$ cat config.mk
export PLATFORM = sky130hd
export DESIGN_NAME = sfq_xor_sequencer
export DESIGN_NICKNAME = d
export VERILOG_FILES = /design/src/rtl/sfq_xor_pkg.sv /design/src/rtl/sfq_gap_counter.sv /design/src/rtl/sfq_xor_sequencer.sv
export SDC_FILE = /design/constraint.sdc
export NUM_CORES = 1
export LEC_CHECK = 0
export BUFFER_PORTS_ARGS = -buffer_cell sky130_fd_sc_hd__buf_2
export CORE_MARGIN = 5
export CORE_UTILIZATION = 50
export DETAILED_ROUTE_END_ITERATION = 7
export GPL_TIMING_DRIVEN = 0
export PLACE_DENSITY = 0.72
export SLEW_MARGIN = 25
export SYNTH_ARGS = -nofsm -noshare
export SYNTH_HDL_FRONTEND = slang
export SYNTH_SLANG_ARGS = --single-unit
export TNS_END_PERCENT = 5
$ cat constraint.sdc
create_clock -name clk -period 5.2 [get_ports clk]
set_input_delay 1.04 -clock clk [delete_from_list [all_inputs] [get_ports clk]]
set_output_delay 1.04 -clock clk [all_outputs]
set_load 0.005 [all_outputs]
$ cat src/rtl/sfq_xor_pkg.sv
// Shared types and timing helpers for the RSFQ XOR cell sequencer.
// Sequencer state encoding plus per-bit and flush cycle arithmetic.
package sfq_xor_pkg;

  typedef enum logic [3:0] {
    S_IDLE,
    S_FCLK,
    S_FWIN,
    S_FHOLD,
    S_A,
    S_SEP,
    S_B,
    S_SETUP,
    S_CLK,
    S_WIN,
    S_HOLD,
    S_RESP,
    S_DONE
  } state_t;

  localparam int MIN_SEP   = 1;
  localparam int MIN_SETUP = 1;
  localparam int MIN_WIN   = 1;
  localparam int MIN_HOLD  = 0;

  function automatic int per_bit_cycles(
    input int sep, input int setup,
    input int win, input int hold);
    return 3 + sep + setup + win + hold;
  endfunction

  function automatic int flush_cycles(
    input int win, input int hold);
    return 1 + win + hold;
  endfunction

  function automatic logic spacing_ok(
    input int width, input int sep,
    input int setup, input int win,
    input int hold);
    return (width >= 1) && (width <= 32)
      && (sep >= MIN_SEP)
      && (setup >= MIN_SETUP)
      && (win >= MIN_WIN)
      && (hold >= MIN_HOLD);
  endfunction

endpackage

$ cat src/rtl/sfq_gap_counter.sv
// Loadable down-counter timing the idle gaps.
// Loading N keeps done low for N-1 cycles, so a state lasts N cycles.
module sfq_gap_counter #(
  parameter int W = 8
) (
  input  logic         clk,
  input  logic         rst_n,
  input  logic         load,
  input  logic [W-1:0] val,
  output logic         done
);

  logic [W-1:0] cnt;

  // count down from the loaded length, park at zero
  always_ff @(posedge clk) begin
    if (!rst_n) begin
      cnt <= '0;
    end else if (load) begin
      cnt <= val - W'(1);
    end else if (cnt != '0) begin
      cnt <= cnt - W'(1);
    end
  end

  assign done = (cnt == '0);

endmodule

$ cat src/rtl/sfq_xor_sequencer.sv
// Serial word engine driving one clocked RSFQ XOR cell.
// Flushes the cell, then pulses a/b/clk per bit, LSB first.
module sfq_xor_sequencer
  import sfq_xor_pkg::*;
#(
  parameter int WIDTH     = 8,
  parameter int SEP_CYC   = 2,
  parameter int SETUP_CYC = 3,
  parameter int OUT_WIN   = 4,
  parameter int HOLD_CYC  = 2
) (
  input  logic             clk,
  input  logic             rst_n,
  input  logic             req_valid,
  output logic             req_ready,
  input  logic [WIDTH-1:0] req_a,
  input  logic [WIDTH-1:0] req_b,
  output logic             rsp_valid,
  input  logic             rsp_ready,
  output logic [WIDTH-1:0] rsp_data,
  output logic             rsp_mismatch,
  output logic             rsp_glitch,
  output logic             cell_a,
  output logic             cell_b,
  output logic             cell_clk,
  input  logic             cell_out
);

  localparam int IW = (WIDTH > 1) ? $clog2(WIDTH) : 1;
  localparam int CW = 8;

  state_t           state, nstate;
  logic [WIDTH-1:0] op_a, op_b, res;
  logic [IW-1:0]    idx;
  logic             seen, glitch;
  logic             ld, done, adv, last, busy;
  logic [CW-1:0]    ldv;

  sfq_gap_counter #(.W(CW)) u_gap (
    .clk   (clk),
    .rst_n (rst_n),
    .load  (ld),
    .val   (ldv),
    .done  (done)
  );

  assign last = (idx == IW'(WIDTH - 1));
  assign busy = (state != S_IDLE)
    && (state != S_DONE);

  // next state, gap-counter loads and bit advance
  always_comb begin
    nstate = state;
    ld     = 1'b0;
    ldv    = '0;
    adv    = 1'b0;
    unique case (state)
      S_IDLE:
        if (req_valid) nstate = S_FCLK;
      S_FCLK: begin
        nstate = S_FWIN;
        ld     = 1'b1;
        ldv    = CW'(OUT_WIN);
      end
      S_FWIN:
        if (done) begin
          if (HOLD_CYC > 0) begin
            nstate = S_FHOLD;
            ld     = 1'b1;
            ldv    = CW'(HOLD_CYC);
          end else begin
            nstate = S_A;
          end
        end
      S_FHOLD:
        if (done) nstate = S_A;
      S_A: begin
        nstate = S_SEP;
        ld     = 1'b1;
        ldv    = CW'(SEP_CYC);
      end
      S_SEP:
        if (done) nstate = S_B;
      S_B: begin
        nstate = S_SETUP;
        ld     = 1'b1;
        ldv    = CW'(SETUP_CYC);
      end
      S_SETUP:
        if (done) nstate = S_CLK;
      S_CLK: begin
        nstate = S_WIN;
        ld     = 1'b1;
        ldv    = CW'(OUT_WIN);
      end
      S_WIN:
        if (done) begin
          if (HOLD_CYC > 0) begin
            nstate = S_HOLD;
            ld     = 1'b1;
            ldv    = CW'(HOLD_CYC);
          end else begin
            nstate = last ? S_RESP : S_A;
            adv    = !last;
          end
        end
      S_HOLD:
        if (done) begin
          nstate = last ? S_RESP : S_A;
          adv    = !last;
        end
      S_RESP:
        nstate = S_DONE;
      S_DONE:
        if (rsp_ready) nstate = S_IDLE;
      default:
        nstate = S_IDLE;
    endcase
  end

  // state, operands, per-bit capture and response registers
  always_ff @(posedge clk) begin
    if (!rst_n) begin
      state        <= S_IDLE;
      op_a         <= '0;
      op_b         <= '0;
      res          <= '0;
      idx          <= '0;
      seen         <= 1'b0;
      glitch       <= 1'b0;
      rsp_data     <= '0;
      rsp_mismatch <= 1'b0;
      rsp_glitch   <= 1'b0;
    end else begin
      state <= nstate;
      if (state == S_IDLE && req_valid) begin
        op_a   <= req_a;
        op_b   <= req_b;
        res    <= '0;
        idx    <= '0;
        seen   <= 1'b0;
        glitch <= 1'b0;
      end
      if (state == S_WIN) begin
        if (cell_out && seen) glitch <= 1'b1;
        seen <= seen | cell_out;
        if (done) begin
          res[idx] <= seen | cell_out;
          seen     <= 1'b0;
        end
      end else if (cell_out && busy) begin
        glitch <= 1'b1;
      end
      if (adv) idx <= idx + IW'(1);
      if (state == S_RESP) begin
        rsp_data     <= res;
        rsp_mismatch <= (res != (op_a ^ op_b));
        rsp_glitch   <= glitch | cell_out;
      end
    end
  end

  assign req_ready = (state == S_IDLE);
  assign rsp_valid = (state == S_DONE);
  assign cell_a    = (state == S_A) && op_a[idx];
  assign cell_b    = (state == S_B) && op_b[idx];
  assign cell_clk  = (state == S_FCLK)
    || (state == S_CLK);

  a_onehot: assert property (@(posedge clk)
    $onehot0({cell_a, cell_b, cell_clk}));

  a_params: assert property (@(posedge clk)
    spacing_ok(WIDTH, SEP_CYC, SETUP_CYC,
               OUT_WIN, HOLD_CYC));

  a_stable: assert property (@(posedge clk)
    disable iff (!rst_n)
    rsp_valid && !rsp_ready |=>
      $stable({rsp_data, rsp_mismatch, rsp_glitch}));

endmodule

== Word-level counts from Yosys, hierarchy flattened ==
Index checks and enable logic that the tools add are counted.

* Shift-type cells: 0
* Reductions and logical operators: 20
* Equality and inequality tests: 23
* Mux-type cells: 38
* Add/sub/neg operators: 3
* Div/mod/pow operators: 0
* Multipliers: 0
* $lt $le $gt $ge: 2
* Bitwise operators: 3

{| class="wikitable"
|+ Operators with widths
! operator !! number
|-
| case mux 4 bit (13 select lines) || 1
|-
| two-way mux 8 bit || 6
|-
| two-way mux 4 bit || 9
|-
| equality test 4 bit (second input constant) || 5
|-
| equality test 4 x 3 -> 1 bit (second input constant) || 4
|-
| != test 2 bit (second input constant) || 7
|-
| two-way mux 1 bit || 13
|-
| case mux 3 bit (4 select lines) || 1
|-
| bitwise mux 8 bit || 1
|-
| equality test 4 x 2 -> 1 bit (second input constant) || 2
|-
| logical NOT 8 bit || 1
|-
| != test 8 bit || 1
|-
| AND reduction 8 bit || 1
|-
| nonzero test 8 bit || 1
|-
| subtractor 8 x 1 -> 8 bit (second input constant) || 1
|-
| XOR 8 bit || 1
|-
| logical AND 1 bit || 7
|-
| binary-select mux 1 bit (select 3 bit) || 2
|-
| two-way mux 3 bit || 2
|-
| nonzero test 2 bit || 3
|-
| equality test 4 x 1 -> 1 bit (second input constant) || 1
|-
| logical NOT 4 bit || 1
|-
| < comparator 3 x 4 -> 1 bit (second input constant) || 1
|-
| != test 4 bit (second input constant) || 1
|-
| other kinds (14) || 16
|}

* Memories: 0
* ROM bits: 0
* Word-level logic and storage cells: 100
* Output and inout bits: 15
* Memory bits (writable): 0
* Bits of input ports: 21
* Bits in latches: 0
* Flip-flop bits (word level): 51

== Logic depth before layout (Yosys ltp) ==
* Word-level depth: 7
* Gate-level depth with buffers: 11
* Depth with buffers taken out: 10

== Modules after synthesis ==
Synthesis repeated with hierarchy kept, for this count alone.

* Cell total of the unflattened synthesis: 342
* Area total of the unflattened synthesis: 2949.1 um2

{| class="wikitable"
|+ Modules (own cells, without submodules)
! module !! area an instance (um2) !! instances !! seq. area each (um2) !! cells each
|-
| sfq_xor_sequencer || 2452.4 || 1 || 860.8 || 288
|-
| sfq_gap_counter || 496.7 || 1 || 160.2 || 54
|}

== Worst setup path before layout ==
No wires, ideal clock.

* Path kind: register to output
* Start point: reg idx[0]
* End point: out cell_b
* Arrival: 1317 ps
* Path buffers: 2
* Cell stages (with the launch flop): 7
* Data required time: 4160 ps
* Path slack: 2843 ps
* Cell sequence: dfxtp_1 > clkbuf_1 > clkbuf_1 > nand2_1 > nor2_1 > a22oi_1 > a31oi_1

* Word-level cells in the longest chain between the ends: 3

{| class="wikitable"
|+ Ends and longest elaborated chain
! item !! RTL line !! source
|-
| from (decl) || sfq_xor_sequencer.sv:34 || <nowiki>logic [IW-1:0] idx;</nowiki>
|-
| from (signal assigned) || sfq_xor_sequencer.sv:154 || <nowiki>if (adv) idx <= idx + IW'(1);</nowiki>
|-
| binary-select mux 1 bit (select 3 bit) || sfq_xor_sequencer.sv:166 || <nowiki>assign cell_b = (state == S_B) && op_b[idx];</nowiki>
|-
| two-way mux 1 bit (implied by the code) || sfq_xor_sequencer.sv:166 ||
|-
| logical AND 1 bit || sfq_xor_sequencer.sv:166 ||
|-
| to (decl) || sfq_xor_sequencer.sv:24 || <nowiki>output logic cell_b,</nowiki>
|}

No other way between the ends. The select of a mux whose other input is x is not followed.

== Worst setup path in the final report ==
Same ends and word-level chain as after synthesis.

==> results.yml <==
outcome:
  status: "complete, no violations"
setup_path:
  reg2regPathDepth: 11
  required_ps: 4160
  crit_type: "flip-flop to output pin"
  r2r-start: "u_gap.cnt[0]$_SDFFE_PN0P_"
  reg2reg_to: "u_gap.cnt[1]$_SDFFE_PN0P_"
  endpoint_kind: "output pin"
  crit_path_max_fanout: 10
  worstSetupStartpointType: "flip-flop"
  cp.arrival_ps: 2020
  r2r_slack_ps: 2770
timing:
  rsz0062_at_grt: "no"
  worst_slew_pin_slew_ps: 668
  setup_viol: 0
  slew_headroom_pct: 55.1
  final.setup.tns_ps: 0
  finalHoldViolations: 0
  whs_ps: 462
  layout_setup_ws_ps: 2140
  slew_violations: 0
  fin_crit_sh_pct: 58.8
  post-route-min-period_ps: 3060
  fin_skew_ps: 6.52
  fmax_mhz: 327
synth:
  yosysSeqAreaShare_pct: 35.1
  synth_area_per_cell_sq_um: 8.43
  synth_edf_count: 0
  syn-instance-count: 345
  mappedNetlistArea_sq_um: 2910
  yosysWarnings: 0
  synth_ff_type: "dfxtp_1"
  yosys.cell_types.count: 54
  async_reset_ff_share_pct: 0
  synth_fp_nets: 371
  ys_seq_elements: 51
clocking:
  cts_hold_buf: 0
  post_cts_buffers: 0
  clk_pin_slew_ps: 90
  cts_tree: "yes"
  cts_made_buffers: 5
  cts_repair_resize_count: 0
  cts_htree_levels: 2
  clk_path_buf_depth: 2
  cts_sinks: 51
  root_buffer: "clkbuf_8"
  clk-insertion-delay-late_ps: 300
route:
  num_vias: 2520
  route.detailed.drc: 0
  drt_iter0_drc: 212
  drtAntennaViolNets: 0
  wl_per_cell_um: 14.4
  first_pass_iters: 4
  viasPerCell: 5.48
  finalWirelength_um: 6640
die:
  core_area_sq_um: 5570
  io_pins: 36
  die_h_um: 86.3
  dieWidth_um: 86.3
  fp-row-count: 27
  die_area_sq_um: 7440
  initial_core_util_pct: 52.2
grt:
  grt_use_total_pct: 19.0
  antenna_found_initial: 0
  use_met1_pct: 26.3
  grt_pass1_wl_um: 11400
  gr-usage-met3_pct: 3.71
  gr-usage-met2_pct: 30.6
  overflow: 0
  grt_pass1_vias: 2379
  grt_max_degree: 15
  grt-busiest-layer: "met2"
place:
  portBuffers: 35
  pre_cts_slack_ps: 2480
  gp_congestion: 0.915
  post_dp_cell_area_sq_um: 3170
  dpl.hpwl_um: 5130
min_path:
  min_to: "rsp_data[4]$_SDFFE_PN0P_"
  min_path_cells: 2
  worstHoldPathType: "flip-flop to flip-flop"
  min-delay-start: "rsp_data[4]$_SDFFE_PN0P_"
finish:
  mostFrequentLayoutCells: "62 x nand2_1, 51 x dfxtp_1, 41 x buf_2, 27 x a21boi_0, 24 x nor2_1"
  final_common_cell: "nand2_1"
  area_growth_syn_to_layout_pct: 11.9
  fin_util_pct: 58.4
  final_nets: 413
  drive_gt1_share_pct: 16.8
  fin_area_sq_um: 3250
  antenna_cells: 0
power:
  vdd_drop_max_uv: 223
  powerDensity_nw_per_um2: 375
  power.leakage_uw: 0.00129
run:
  drv_cap: 0
[worst max-delay path, stage by stage, from the launching register on]
cell,delay [ps]
dfxtp_1,340
clkbuf_1,280
clkbuf_1,330
nand2_1,130
nor2_1,180
a22oi_1,110
a31oi_1,200
buf_2,140
[registers in the layout, summed over array words and instances (netlist names)]
signal,cells
seen,1
u_gap.cnt,8
glitch,1
rsp_data,8
idx,3
op_b,8
state,4
op_a,8
rsp_glitch,1
rsp_mismatch,1
res,8
[worst max-delay path by stage]
| stage | startpoint | to | slack, ps | cells past startpoint |
|---|---|---|---|---|
| floorplan | idx[0]$_SDFFE_PN0P_ | cell_b | 2840 | 6 |
| global placement | idx[0]$_SDFFE_PN0P_ | cell_b | 2470 | 7 |
| detailed placement | idx[0]$_SDFFE_PN0P_ | cell_b | 2480 | 7 |
| CTS | idx[0]$_SDFFE_PN0P_ | cell_b | 2130 | 7 |
| global route | idx[0]$_SDFFE_PN0P_ | cell_b | 1910 | 7 |
| finish | idx[0]$_SDFFE_PN0P_ | cell_b | 2140 | 7 |
[metrics by stage]
step           total power (uW)  instances
6_report                   1220        460
5_1_grt                    1310        460
4_1_cts                    1230        460
3_5_place_dp               1010        452
3_3_place_gp                998        452
2_1_floorplan               897        345
[metal layers]
| layer | vias to the layer above | wire length [um] |
|---|---|---|
| li1 | 1298 | - |
| met1 | 1163 | 3230 |
| met2 | 55 | 2990 |
| met3 | 4 | 366 |
| met4 | 0 | 48 |
| met5 | - | 0 |
[power breakdown]
| part | internal [uW] | switching (uW) | leakage [uW] |
|---|---|---|---|
| clock network | 94.7 | 124 | 0.0000422 |
| registers | 441 | 57.1 | 0.000415 |
| logic | 231 | 274 | 0.000831 |
| total | 766 | 454 | 0.00129 |
[final cells by class]
cell class | count | area [sq um]
buffer | 26 | 136
clock buffer | 7 | 76.3
clock inverter | 1 | 5.00
fill | 541 | 2320
inverter | 9 | 33.8
multi-input combinational | 259 | 1720
sequential | 51 | 1020
tap | 72 | 90.1
timing repair buffer | 35 | 175
[cells by family after synthesis]
logic type	after synthesis	synth area share [%]
buf+inv	35	5.85
fa+ha+maj	5	2.15
simple gates	142	25.5
compound gates	86	20.4
xor+xnor	17	7.01
mux	9	3.96
flops	51	35.1
[Yosys cell counts, types with 3 or more instances]
library cell | n | area share, %
nor3_1 | 7 | 1.2
nand3_1 | 6 | 1.0
buf_4 | 4 | 1.0
nand3b_1 | 3 | 0.77
xnor3_1 | 4 | 3.1
nor3b_1 | 5 | 1.3
a31oi_1 | 5 | 1.1
nand4_1 | 3 | 0.65
a21oi_1 | 11 | 1.9
a22oi_1 | 10 | 2.6
inv_1 | 9 | 1.2
xnor2_1 | 11 | 3.3
nor2b_1 | 3 | 0.65
clkbuf_1 | 13 | 1.7
nand2_1 | 62 | 8.0
a21boi_0 | 27 | 7.0
dfxtp_1 | 51 | 35
buf_2 | 6 | 1.0
and3_1 | 4 | 0.86
o21a_1 | 3 | 0.77
nor2_1 | 24 | 3.1
and3b_1 | 3 | 0.90
ha_1 | 5 | 2.2
mux2i_1 | 7 | 2.4
nand2b_1 | 5 | 1.1
nor4_1 | 4 | 0.86
o21ai_0 | 15 | 2.6
Note: power is estimated with default switching activity, not from simulation.
